--- src/rtl/bist_seq.sv ---
// Self-test sequencer: drives LFSR-derived operand vectors into the flight-equation unit and checks its results.
// Each vector/equation pair is held SETTLE cycles; run results are reported with a one-cycle bist_done pulse.
module bist_seq #(
   parameter int unsigned NUM_VEC      = 4,
   parameter int unsigned SETTLE       = 4,
   parameter logic [31:0] LFSR_SEED    = 32'h05040303,
   parameter bit          STOP_ON_FAIL = 1'b0
) (
   input  logic        clk,
   input  logic        rst,
   input  logic        start_bist,
   input  logic        abort,
   input  logic [15:0] result_a,
   input  logic [15:0] result_b,
   output logic [7:0]  x1_test,
   output logic [7:0]  x2_test,
   output logic [7:0]  v_test,
   output logic [7:0]  t_test,
   output logic [7:0]  c_test,
   output logic        sel_eq_test,
   output logic        bist_active,
   output logic        bist_done,
   output logic        bist_pass,
   output logic [7:0]  fail_cnt,
   output logic [7:0]  first_fail_idx,
   output logic        first_fail_eq
);
   localparam int unsigned CW       = (SETTLE > 1) ? $clog2(SETTLE) : 1;
   localparam logic [CW-1:0] CNT_LAST = CW'(SETTLE - 1);
   localparam logic [7:0]  VEC_LAST = 8'(NUM_VEC - 1);
   localparam logic [31:0] SEED     = (LFSR_SEED == 32'h0) ? 32'h1 : LFSR_SEED;
   localparam logic [31:0] POLY     = 32'h80200003;

   typedef enum logic [1:0] {IDLE, APPLY_A, APPLY_B, DONE} state_t;

   state_t        state_q, state_d;
   logic [31:0]   lfsr_q, lfsr_d;
   logic [7:0]    vec_q, vec_d;
   logic [CW-1:0] cnt_q, cnt_d;
   logic [7:0]    fail_q, fail_d;
   logic [7:0]    ffi_q, ffi_d;
   logic          ffe_q, ffe_d;
   logic          pass_q, pass_d;
   logic          done_q, done_d;
   logic          active_q, active_d;
   logic [7:0]    x1_q, x1_d, x2_q, x2_d, v_q, v_d, t_q, t_d, c_q, c_d;
   logic          sel_q, sel_d;

   logic [7:0]    l_x1, l_x2, l_v, l_t;
   logic [15:0]   exp_a, exp_b, prod_vt;
   logic          mis;

   assign l_x1    = lfsr_q[7:0];
   assign l_x2    = lfsr_q[15:8];
   assign l_v     = lfsr_q[23:16];
   assign l_t     = lfsr_q[31:24];
   assign prod_vt = {8'h0, l_v} * {8'h0, l_t};
   assign exp_a   = ({8'h0, l_x1} * {8'h0, l_x2}) + prod_vt;
   assign exp_b   = prod_vt + {8'h0, 8'(l_x1 + l_x2)};

   always_comb begin
      state_d  = state_q;
      lfsr_d   = lfsr_q;
      vec_d    = vec_q;
      cnt_d    = cnt_q;
      fail_d   = fail_q;
      ffi_d    = ffi_q;
      ffe_d    = ffe_q;
      pass_d   = pass_q;
      mis      = 1'b0;
      case (state_q)
         IDLE: begin
            if (start_bist && !abort) begin
               state_d = APPLY_A;
               lfsr_d  = SEED;
               vec_d   = 8'h0;
               cnt_d   = '0;
               fail_d  = 8'h0;
               ffi_d   = 8'h0;
               ffe_d   = 1'b0;
            end
         end
         APPLY_A, APPLY_B: begin
            if (abort) begin
               state_d = IDLE;
               pass_d  = 1'b0;
            end else if (cnt_q != CNT_LAST) begin
               cnt_d = cnt_q + 1'b1;
            end else begin
               cnt_d = '0;
               mis   = (state_q == APPLY_A) ? (result_a != exp_a) : (result_b != exp_b);
               if (mis) begin
                  if (fail_q != 8'hFF) fail_d = fail_q + 8'h1;
                  if (fail_q == 8'h0) begin
                     ffi_d = vec_q;
                     ffe_d = (state_q == APPLY_B);
                  end
               end
               if (mis && STOP_ON_FAIL) begin
                  state_d = DONE;
               end else if (state_q == APPLY_A) begin
                  state_d = APPLY_B;
               end else if (vec_q == VEC_LAST) begin
                  state_d = DONE;
               end else begin
                  state_d = APPLY_A;
                  lfsr_d  = (lfsr_q >> 1) ^ (lfsr_q[0] ? POLY : 32'h0);
                  vec_d   = vec_q + 8'h1;
               end
               // Pass verdict must include a mismatch counted on this same edge.
               if (state_d == DONE) pass_d = (fail_d == 8'h0);
            end
         end
         DONE:    state_d = IDLE;
         default: state_d = IDLE;
      endcase

      active_d = (state_d == APPLY_A) || (state_d == APPLY_B);
      done_d   = (state_d == DONE);
      if (active_d) begin
         x1_d  = lfsr_d[7:0];
         x2_d  = lfsr_d[15:8];
         v_d   = lfsr_d[23:16];
         t_d   = lfsr_d[31:24];
         c_d   = lfsr_d[7:0] + lfsr_d[15:8];
         sel_d = (state_d == APPLY_B);
      end else if (done_d) begin
         x1_d  = x1_q;
         x2_d  = x2_q;
         v_d   = v_q;
         t_d   = t_q;
         c_d   = c_q;
         sel_d = sel_q;
      end else begin
         x1_d  = 8'h0;
         x2_d  = 8'h0;
         v_d   = 8'h0;
         t_d   = 8'h0;
         c_d   = 8'h0;
         sel_d = 1'b0;
      end
   end

   always_ff @(posedge clk) begin
      if (!rst) begin
         state_q  <= IDLE;
         lfsr_q   <= SEED;
         vec_q    <= 8'h0;
         cnt_q    <= '0;
         fail_q   <= 8'h0;
         ffi_q    <= 8'h0;
         ffe_q    <= 1'b0;
         pass_q   <= 1'b0;
         done_q   <= 1'b0;
         active_q <= 1'b0;
         x1_q     <= 8'h0;
         x2_q     <= 8'h0;
         v_q      <= 8'h0;
         t_q      <= 8'h0;
         c_q      <= 8'h0;
         sel_q    <= 1'b0;
      end else begin
         state_q  <= state_d;
         lfsr_q   <= lfsr_d;
         vec_q    <= vec_d;
         cnt_q    <= cnt_d;
         fail_q   <= fail_d;
         ffi_q    <= ffi_d;
         ffe_q    <= ffe_d;
         pass_q   <= pass_d;
         done_q   <= done_d;
         active_q <= active_d;
         x1_q     <= x1_d;
         x2_q     <= x2_d;
         v_q      <= v_d;
         t_q      <= t_d;
         c_q      <= c_d;
         sel_q    <= sel_d;
      end
   end

   assign x1_test        = x1_q;
   assign x2_test        = x2_q;
   assign v_test         = v_q;
   assign t_test         = t_q;
   assign c_test         = c_q;
   assign sel_eq_test    = sel_q;
   assign bist_active    = active_q;
   assign bist_done      = done_q;
   assign bist_pass      = pass_q;
   assign fail_cnt       = fail_q;
   assign first_fail_idx = ffi_q;
   assign first_fail_eq  = ffe_q;
endmodule

--- config.mk ---
export PLATFORM = sky130hd
export DESIGN_NAME = bist_seq
export DESIGN_NICKNAME = d
export VERILOG_FILES = /design/src/rtl/bist_seq.sv
export SDC_FILE = /design/constraint.sdc
export NUM_CORES = 1
export LEC_CHECK = 0
export ABC_AREA = 1
export CORE_MARGIN = 8
export CORE_UTILIZATION = 50
export CTS_BUF_LIST = sky130_fd_sc_hd__clkbuf_4 sky130_fd_sc_hd__clkbuf_8
export DETAILED_ROUTE_END_ITERATION = 16
export PLACE_DENSITY = 0.77
export SYNTH_ARGS = -nofsm -noshare
export SYNTH_HDL_FRONTEND = slang
export SYNTH_SLANG_ARGS = --single-unit
--- constraint.sdc ---
create_clock -name clk -period 12.4 [get_ports clk]
set_input_delay 1.24 -clock clk [delete_from_list [all_inputs] [get_ports clk]]
set_output_delay 1.24 -clock clk [all_outputs]
set_load 0.01 [all_outputs]
==> flow_summary.toml, run 1 <==
[worst_setup_path]
worst-path-buf-inv = 11
r2r_slack_ps = 4060
start_kind = "flop"
path_class = "reg2reg"
crit_path_frequent_cell = "nand2_1"
end_kind = "flop"
crit_family = "adder cells"
critPathRequiredTime_ps = 12690
critPathSlowestCell = "dfxtp_1"
crit_arrival_ps = 8630
max_stage_delay_ps = 550
crit_fanout = 10

[place]
port_buffers = 96
dpl.hpwl_um = 23400
finalWeightedCongestion = 0.927
dpl_cell_area_sq_um = 12400
dp_slack_ps = 4070

[layout]
final_core_util = 0.563
area_growth_pct = 11.8
nets = 1931
drive_gt1_frac = 0.0375
antenna_cells = 0
stdcell_area_sq_um = 12600

[timing]
layout_setup_ws_ps = 4060
fin_worst_skew_ps = 7.11
finalCriticalPeriod_ps = 8340
slew_headroom = 0.489
period_share = 0.673
setup_viol = 0
tns_ps = 0
fmax_mhz = 120
slew_viol_final = 0
worst_slew_pin_slew_ps = 760
holdWs_ps = 480
rsz0062_at_grt = "no"
hold_viol = 0

[power_and_ir_drop]
clkPwrFrac = 0.248
switching_share = 0.369
combPwrFrac = 0.308
total_leakage_power_nw = 6.83
peakVddDrop_mv = 0.0877
p_int_mw = 0.530
power.switching_mw = 0.310
power_frac_seq = 0.443
power_density_nw_per_um2 = 66.7

[synth]
ys_ff_latch = 105
synth_cell_type_count = 53
seq_area_frac_synth = 0.187
synthArstFlopShare = 0
synth_enable_flop_cells = 0
postSynthCellCount = 1642
yosys_warnings = 0
synth_nets = 1872
synth_flop_cell = "dfxtp_1"
avgSynthCellArea_sq_um = 6.86
synth_area_sq_um = 11300

[global_route]
grt_pass1_vias = 10200
track_usage = 0.207
antenna_found_initial = 0
grt_use_met1 = 0.266
grt_overflow = 0
met2_usage = 0.350
grt_max_degree = 44
grtUsageMet3 = 0.0373
grt_pass1_wl_um = 48200
grt_busiest_layer = "met2"

[floorplan]
fp.dieW_um = 166
initial_core_util = 0.503
ios = 97
rows = 55
dieArea_sq_um = 27600
fp.dieH_um = 166
core-area_sq_um = 22400

[clock_tree]
holdBufCountCts = 0
clock-root-buffer = "clkbuf_8"
clk_pin_slew_ps = 110
ctsLongestPathBuffers = 2
cts_sinks = 105
worst_skew_pair.late_latency_ps = 390
cts_tree = "done"
numCtsBuffers = 9
htree_levels = 3
cts_resized = 0
cts_setup_buffers = 0

[hold_path]
holdCritPathClass = "reg2reg"

[drt]
first_pass_iters = 5
finalWirelength_um = 28500
vias = 10200
avgRoutedWirePerCell_um = 14.3
via_per_inst = 5.11
drcViolationCount = 0
final_antenna_net_count = 0
drtIter0Drc = 599

[status]
outcome = "finished clean"

[job]
cap_violations = 0
sequential cells by signal, summed over array words and instances, names as in the netlist, 2 cells and up:
| register | flops |
|---|---|
| cnt_q | 2 |
| lfsr_q | 32 |
| fail_cnt | 8 |
| x2_test | 8 |
| c_test | 8 |
| x1_test | 8 |
| v_test | 8 |
| state_q | 2 |
| vec_q | 8 |
| first_fail_idx | 8 |
| t_test | 8 |
kinds of logic after synthesis:
logic type | Yosys count | share of synthesized area
compound gates | 156 | 0.0907
xor+xnor | 39 | 0.0303
fa+ha+maj | 194 | 0.275
buf+inv | 455 | 0.153
flops | 105 | 0.187
simple gates | 693 | 0.265
per-layer routing:
metal	routed length, um	up-vias
met1	13200	4722
met2	13000	285
met3	1700	44
li1	-	5124
met5	0	-
met4	607	0
synthesized netlist by cell type (2+ instances only):
cell      instances  area (sq um)
nand2_1         426          1600
inv_1           395          1480
dfxtp_1         105          2100
ha_1            105          1310
nor2_1          103           387
fa_1             89          1780
nand3_1          84           420
a21oi_1          51           255
clkbuf_1         46           173
a22o_1           26           228
nand4_1          24           150
xor2_1           23           201
o21ai_0          22           110
o22ai_1          17           106
xnor2_1          16           140
nand2_2          13          81.3
a22oi_1          10          75.1
nor3_1            9          45.0
inv_2             6          22.5
a21o_1            5          37.5
nand3_2           5          50.1
nand3b_1          4          30.0
nor2_2            4          25.0
nor2_4            4          45.0
a21oi_2           3          26.3
a32o_1            3          30.0
inv_4             3          18.8
nand2_4           3          33.8
nor3b_1           3          22.5
o21bai_1          3          22.5
o31ai_1           3          22.5
and3_1            2          12.5
buf_2             2          10.0
clkinv_1          2          7.51
nor4_1            2          12.5
o211ai_1          2          15.0
o21ai_1           2          10.0
or2_2             2          12.5
cells in the final DEF (no fill, tap or decap), types with 5 or more instances in the layout:
cell,instances
nand3_1,84
nor3_1,9
o22ai_1,17
fa_1,89
inv_2,6
clkbuf_8,9
a22o_1,26
nand2_1,426
a22oi_1,10
o21ai_0,22
inv_1,395
xnor2_1,16
ha_1,105
nor2_1,103
xor2_1,23
dfxtp_1,105
a21o_1,5
clkdlybuf4s50_1,96
nand3_2,5
nand4_1,24
a21oi_1,51
nand2_2,13
cell type report:
type | count | area [sq um]
Clock buffer | 9 | 124
Clock inverter | 7 | 61.3
Fill cell | 2138 | 9780
Inverter | 406 | 1530
Multi-Input combinational cell | 1082 | 7440
Sequential cell | 105 | 2100
Tap cell | 285 | 357
Timing Repair Buffer | 97 | 968
path summary, 6_finish.rpt:
check	startpoint	endpoint	cells past startpoint
min reg2reg	first_fail_idx[6]	first_fail_idx[6]	2
max reg2reg	lfsr_q[26]	first_fail_eq	41
min	first_fail_idx[6]	first_fail_idx[6]	2
max	lfsr_q[26]	first_fail_eq	41
power by group through the flow:
stage | combinational, mW | clock (mW) | sequential, mW
finish | 0.259 | 0.209 | 0.372
global placement | 0.252 | 0 | 0.379
detailed placement | 0.257 | 0 | 0.379
floorplan | 0.179 | 0 | 0.371
global route | 0.296 | 0.225 | 0.375
CTS | 0.260 | 0.213 | 0.372
stage by stage:
stage,total power [mW],instances
3_5_place_dp,0.636,1975
5_1_grt,0.895,1991
6_report,0.840,1991
2_1_floorplan,0.551,1642
3_3_place_gp,0.630,1975
4_1_cts,0.846,1991
worst min-delay path, stage by stage, from the launching register on:
cell and delay, ps:
dfxtp_1 330, nand2_1 60, a21oi_1 60
Note: power is estimated with default switching activity, not from simulation.
==> run 2: changes to the inputs <==
--- a/config.mk
+++ b/config.mk
@@ -10,7 +10,7 @@
 export CORE_UTILIZATION = 50
 export CTS_BUF_LIST = sky130_fd_sc_hd__clkbuf_4 sky130_fd_sc_hd__clkbuf_8
 export DETAILED_ROUTE_END_ITERATION = 16
-export PLACE_DENSITY = 0.77
+export PLACE_DENSITY = 0.79
 export SYNTH_ARGS = -nofsm -noshare
 export SYNTH_HDL_FRONTEND = slang
 export SYNTH_SLANG_ARGS = --single-unit
==> constraint.sdc (replaced) <==
create_clock -name clk -period 7 [get_ports clk]
set_input_delay 0.7 -clock clk [delete_from_list [all_inputs] [get_ports clk]]
set_output_delay 0.7 -clock clk [all_outputs]
set_load 0.01 [all_outputs]
==> run 2 against run 1 <==
The flow now finishes with violations (negative setup slack). Combinational power is 89% higher. Largest cell class unchanged. First-iteration DRC count rose by 45%. Sequential cell count did not move. Count of clock-buffer cells in the layout unchanged. Die area unchanged. Worst setup slack worse by 4600 ps. Core utilization is 6.7 points higher. Cell count up 6.7%. Sequential share of layout area decreased by 1.6 points. Maximum frequency increased by 11%. Via count is 8.6% higher.
==> flow_summary.toml, run 2 (synthesis results as in run 1) <==
[hold_path]
holdCritPathClass = "reg2reg"
worstHoldStart = "cnt_q[1]"
whs_path_depth = 2
hold-path-endpoint = "cnt_q[1]"

[layout]
antenna_cells = 0
drive_gt1_frac = 0.163
fillCellCount = 1880
area_growth_pct = 25.1
nets = 2066
largest_register_ffs = 32
largest_register = "lfsr_q"
finalNonFillerCells = 2125
final_common_cell = "nand2_1"
final_cell_mix = "402 x nand2_1, 380 x inv_1, 128 x buf_4, 98 x nor2_1, 96 x clkdlybuf4s50_1"

[drt]
wl_met2_um = 14600
top_layer = "met4"
drcViolationCount = 0
final_antenna_net_count = 0
drtIter0Drc = 870
wl_met3_um = 2140
avgRoutedWirePerCell_um = 14.8
first_pass_iters = 6
via_per_inst = 5.20
vias = 11100
finalWirelength_um = 31400
m1WireLength_um = 13500

[timing]
worst_slew_pin_slew_ps = 753
rsz0062_at_grt = "yes"
slew_viol_final = 0
period_share = 1.08
slew_headroom = 0.494
finalCriticalPeriod_ps = 7550
hold_viol = 0
fin_worst_skew_ps = 15.8
layout_setup_ws_ps = -546
fmax_mhz = 133
setup_viol = 18

[worst_setup_path]
max_stage_delay_ps = 550
ff2ff_path_depth = 39
worst-path-buf-inv = 10
crit_arrival_ps = 7800
crit_family = "adder cells"
crit_path_frequent_cell = "inv_2"
end_kind = "flop"
critPathRequiredTime_ps = 7260
r2r-end = "first_fail_idx[1]"
start_kind = "flop"
r2r_slack_ps = -550
crit_fanout = 7
r2r_start = "lfsr_q[26]"
crit_start = "lfsr_q[26]"
path_class = "reg2reg"
critPathSlowestCell = "fa_1"

[floorplan]
initial_core_util = 0.503
dieArea_sq_um = 27600
core-area_sq_um = 22400
ios = 97
fp.dieH_um = 166
rows = 55
fp.dieW_um = 166

[status]
violations = "negative setup slack"
outcome = "finished, violations left"

[power_and_ir_drop]
switching_share = 0.366
combPwrFrac = 0.327
power_frac_seq = 0.439
clkPwrFrac = 0.234
power_mw = 1.49
total_leakage_power_nw = 7.55
power.switching_mw = 0.547
peakVddDrop_mv = 0.167
p_int_mw = 0.947
power_density_nw_per_um2 = 106

[global_route]
grt_pass1_vias = 11100
grt_overflow = 0
antenna_found_initial = 0
grt_pass1_wl_um = 51600
grt_max_degree = 45
track_usage = 0.221

[place]
dp.cells = 2070
port_buffers = 96
dp_slack_ps = -698
dpl.hpwl_um = 24100
finalWeightedCongestion = 0.939

[clock_tree]
clock-root-buffer = "clkbuf_8"
htree_levels = 3
worst_skew_pair.late_latency_ps = 380
cts_sinks = 105
cts_tree = "done"
holdBufCountCts = 0
ctsLongestPathBuffers = 2
clk_pin_slew_ps = 110
numCtsBuffers = 9

[job]
cap_violations = 0
==> run 2: cell type report <==
type | count | area (sq um) | share of cell area
Tap cell | 285 | 357 | 0.0253
Clock buffer | 9 | 124 | 0.00879
Inverter | 406 | 1530 | 0.109
Multi-Input combinational cell | 1083 | 7890 | 0.560
Timing Repair Buffer | 230 | 1990 | 0.141
Timing Repair inverter | 1 | 7.51 | 0.000533
Sequential cell | 105 | 2130 | 0.152
Clock inverter | 6 | 53.8 | 0.00382
==> run 2: how the worst max path moves through the flow <==
stage,end,slack [ps],cells after the start
global placement,first_fail_idx[5],-500,38
floorplan,first_fail_eq,-150,44
detailed placement,first_fail_idx[4],-700,37
CTS,first_fail_idx[3],-370,43
global route,bist_pass,-890,37
finish,first_fail_idx[1],-550,39
==> run 2: timing repair <==
item,4_1_cts,5_1_grt
endpoints found under the setup margin,18,18
cloned,2,0
gates resized for setup,64,47
setup buffers,28,10
pin swaps,44,30
==> run 2: layer usage <==
metal  up-vias  global-route usage
li1       5413                   -
met1      5083               0.273
met2       449               0.376
met3       107              0.0397
met4         0              0.0854
met5         -                   0
==> run 2: worst reg2reg max path, delay by kind of cell, from the launching register on <==
family	cells	cell delay [ps]
XOR/XNOR	1	190
buffers and inverters	10	600
adder cells (fa/ha/maj)	10	4350
flip-flops	1	410
AND/OR/NAND/NOR	16	1720
AO/OA/AOI/OAI	2	170
==> run 2: power groups by stage <==
stage | clock network [mW] | registers [mW] | logic, mW
floorplan | 0 | 0.658 | 0.322
global placement | 0 | 0.668 | 0.457
detailed placement | 0 | 0.669 | 0.466
CTS | 0.355 | 0.655 | 0.478
global route | 0.379 | 0.659 | 0.548
finish | 0.350 | 0.656 | 0.489
==> run 2: through the flow <==
stage | hold slack, ps | area, sq um | util | TNS [ps]
floorplan | 448 | 11400 | - | -1460
global placement | 447 | 13200 | 0.590 | -7820
detailed placement | 449 | 13200 | 0.590 | -11130
CTS | 479 | 13900 | 0.620 | -5180
global route | 505 | 14100 | 0.630 | -14560
finish | 478 | 14100 | 0.630 | -8270
==> run 3: changes to the inputs <==
--- a/config.mk
+++ b/config.mk
@@ -6,7 +6,7 @@
 export NUM_CORES = 1
 export LEC_CHECK = 0
 export ABC_AREA = 1
-export CORE_MARGIN = 8
+export CORE_MARGIN = 5
 export CORE_UTILIZATION = 50
 export CTS_BUF_LIST = sky130_fd_sc_hd__clkbuf_4 sky130_fd_sc_hd__clkbuf_8
 export DETAILED_ROUTE_END_ITERATION = 16
==> run 3 against run 2 <==
Critical path depth grew 5. Critical path type unchanged. Highest routed layer unchanged. Combinational power grew 1%. Maximum frequency grew 1.7%. Register-to-register slack gained 130 ps. The run still ends with negative setup slack left.
==> flow_summary.toml, run 3 (synthesis results as in run 1) <==
[layout]
area_growth_pct = 24.7
largest_register_ffs = 32
stdcell_area_sq_um = 14000
final_cell_mix = "392 x nand2_1, 378 x inv_1, 110 x buf_4, 99 x nor2_1, 96 x clkdlybuf4s50_1"
antenna_cells = 0
final_common_cell = "nand2_1"
drive_gt1_frac = 0.161
largest_register = "lfsr_q"
nets = 2051

[status]
outcome = "finished, violations left"
violations = "negative setup slack"

[global_route]
grt_pass1_vias = 10800
antenna_found_initial = 0
track_usage = 0.233
grt_pass1_wl_um = 50700
grt_max_degree = 44
grt_overflow = 0

[power_and_ir_drop]
peakVddDrop_mv = 0.195
total_leakage_power_nw = 7.49
power_density_nw_per_um2 = 110

[clock_tree]
numCtsBuffers = 9
clk_pin_slew_ps = 100
holdBufCountCts = 0
clock-root-buffer = "clkbuf_8"
worst_skew_pair.late_latency_ps = 380
cts_sinks = 105
ctsLongestPathBuffers = 2
cts_tree = "done"
htree_levels = 3

[timing]
slew_viol_final = 0
setup_viol = 18
hold_viol = 0
fin_worst_skew_ps = 14.7
layout_setup_ws_ps = -419
rsz0062_at_grt = "yes"
fmax_mhz = 135
tns_ps = -5730
slew_headroom = 0.478
worst_slew_pin_slew_ps = 781
holdWs_ps = 476
period_share = 1.06
finalCriticalPeriod_ps = 7420

[floorplan]
dieArea_sq_um = 25600
fp.dieH_um = 160
core-area_sq_um = 22400
fp.dieW_um = 160
ios = 97
initial_core_util = 0.502
rows = 55

[worst_setup_path]
path_class = "reg2reg"
start_kind = "flop"
critPathSlowestCell = "fa_1"
r2r_start = "lfsr_q[26]"
r2r_slack_ps = -420
ff2ff_path_depth = 44
crit_fanout = 6
max_stage_delay_ps = 500
crit_arrival_ps = 7680
end_kind = "flop"
r2r-end = "first_fail_idx[5]"
crit_start = "lfsr_q[26]"
critPathRequiredTime_ps = 7260

[place]
dpl.hpwl_um = 23800
port_buffers = 96
finalWeightedCongestion = 0.953
dpl_cell_area_sq_um = 13200

[drt]
vias = 10800
via_per_inst = 5.10
finalWirelength_um = 30400
final_antenna_net_count = 0
avgRoutedWirePerCell_um = 14.4
drtIter0Drc = 963
first_pass_iters = 6
drcViolationCount = 0

[hold_path]
whs_path_depth = 2
worstHoldStart = "v_test[2]"
hold-path-endpoint = "v_test[2]"
holdCritPathClass = "reg2reg"

[job]
cap_violations = 0
[run 3: cell count changes in the layout (fill, tap and decap cells not counted), moves of 5 or more]
cell | previous run | this run
buf_4 | 128 | 110
nand2_1 | 402 | 392
nand2_2 | 30 | 40
a21oi_2 | 11 | 6
[run 3: stage by stage]
step | worst slack (ps) | instances | utilization | power, mW
2_1_floorplan | -153 | 1642 | - | 0.980
3_3_place_gp | -487 | 2070 | 0.589 | 1.13
3_5_place_dp | -668 | 2070 | 0.589 | 1.14
4_1_cts | -299 | 2106 | 0.615 | 1.53
5_1_grt | -785 | 2111 | 0.626 | 1.64
6_report | -419 | 2111 | 0.626 | 1.54
[run 3: critical path, delay by kind of cell, from the launching register on]
| kind | cells | cell delay, ps |
|---|---|---|
| AOI/OAI and AO/OA | 3 | 460 |
| xor gates and xnor gates | 1 | 140 |
| adders and majority gates | 10 | 4150 |
| buffers and inverters | 13 | 790 |
| DFF | 1 | 410 |
| and+or+nand+nor | 17 | 1350 |
[run 3: how the worst max path moves through the flow]
stage / end / cells after the start / slack [ps]
floorplan: first_fail_eq / 44 / -150
global placement: first_fail_eq / 35 / -490
detailed placement: first_fail_idx[5] / 37 / -670
CTS: first_fail_idx[3] / 39 / -300
global route: bist_pass / 41 / -790
finish: first_fail_idx[5] / 44 / -420
[run 3: repair_timing]
item,4_1_cts,5_1_grt
gates resized for setup,63,62
cloned,1,1
pin swaps,51,29
endpoints found under the setup margin,18,18
setup buffers,22,8
[run 3: where the power goes]
part	internal (mW)	total (mW)	switching (mW)	leakage, nW
registers	0.621	0.657	0.0354	0.855
clock network	0.171	0.385	0.214	0.0963
logic	0.195	0.496	0.301	6.54
[run 3: final cells by class]
cell class	count	area, sq um
well taps	285	357
multi-input cells	1083	7930
repair inverters	1	5.00
clock inverters	6	67.6
clock buffers	10	131
inverters	406	1530
flip-flops and latches	105	2130
repair buffers	215	1890
fillers	1868	8390
[run 3: layer usage]
metal  GRT usage  routed length (um)
met3      0.0281                1920
met1       0.318               13400
met4      0.0524                 542
met5           0                   0
met2       0.398               14500
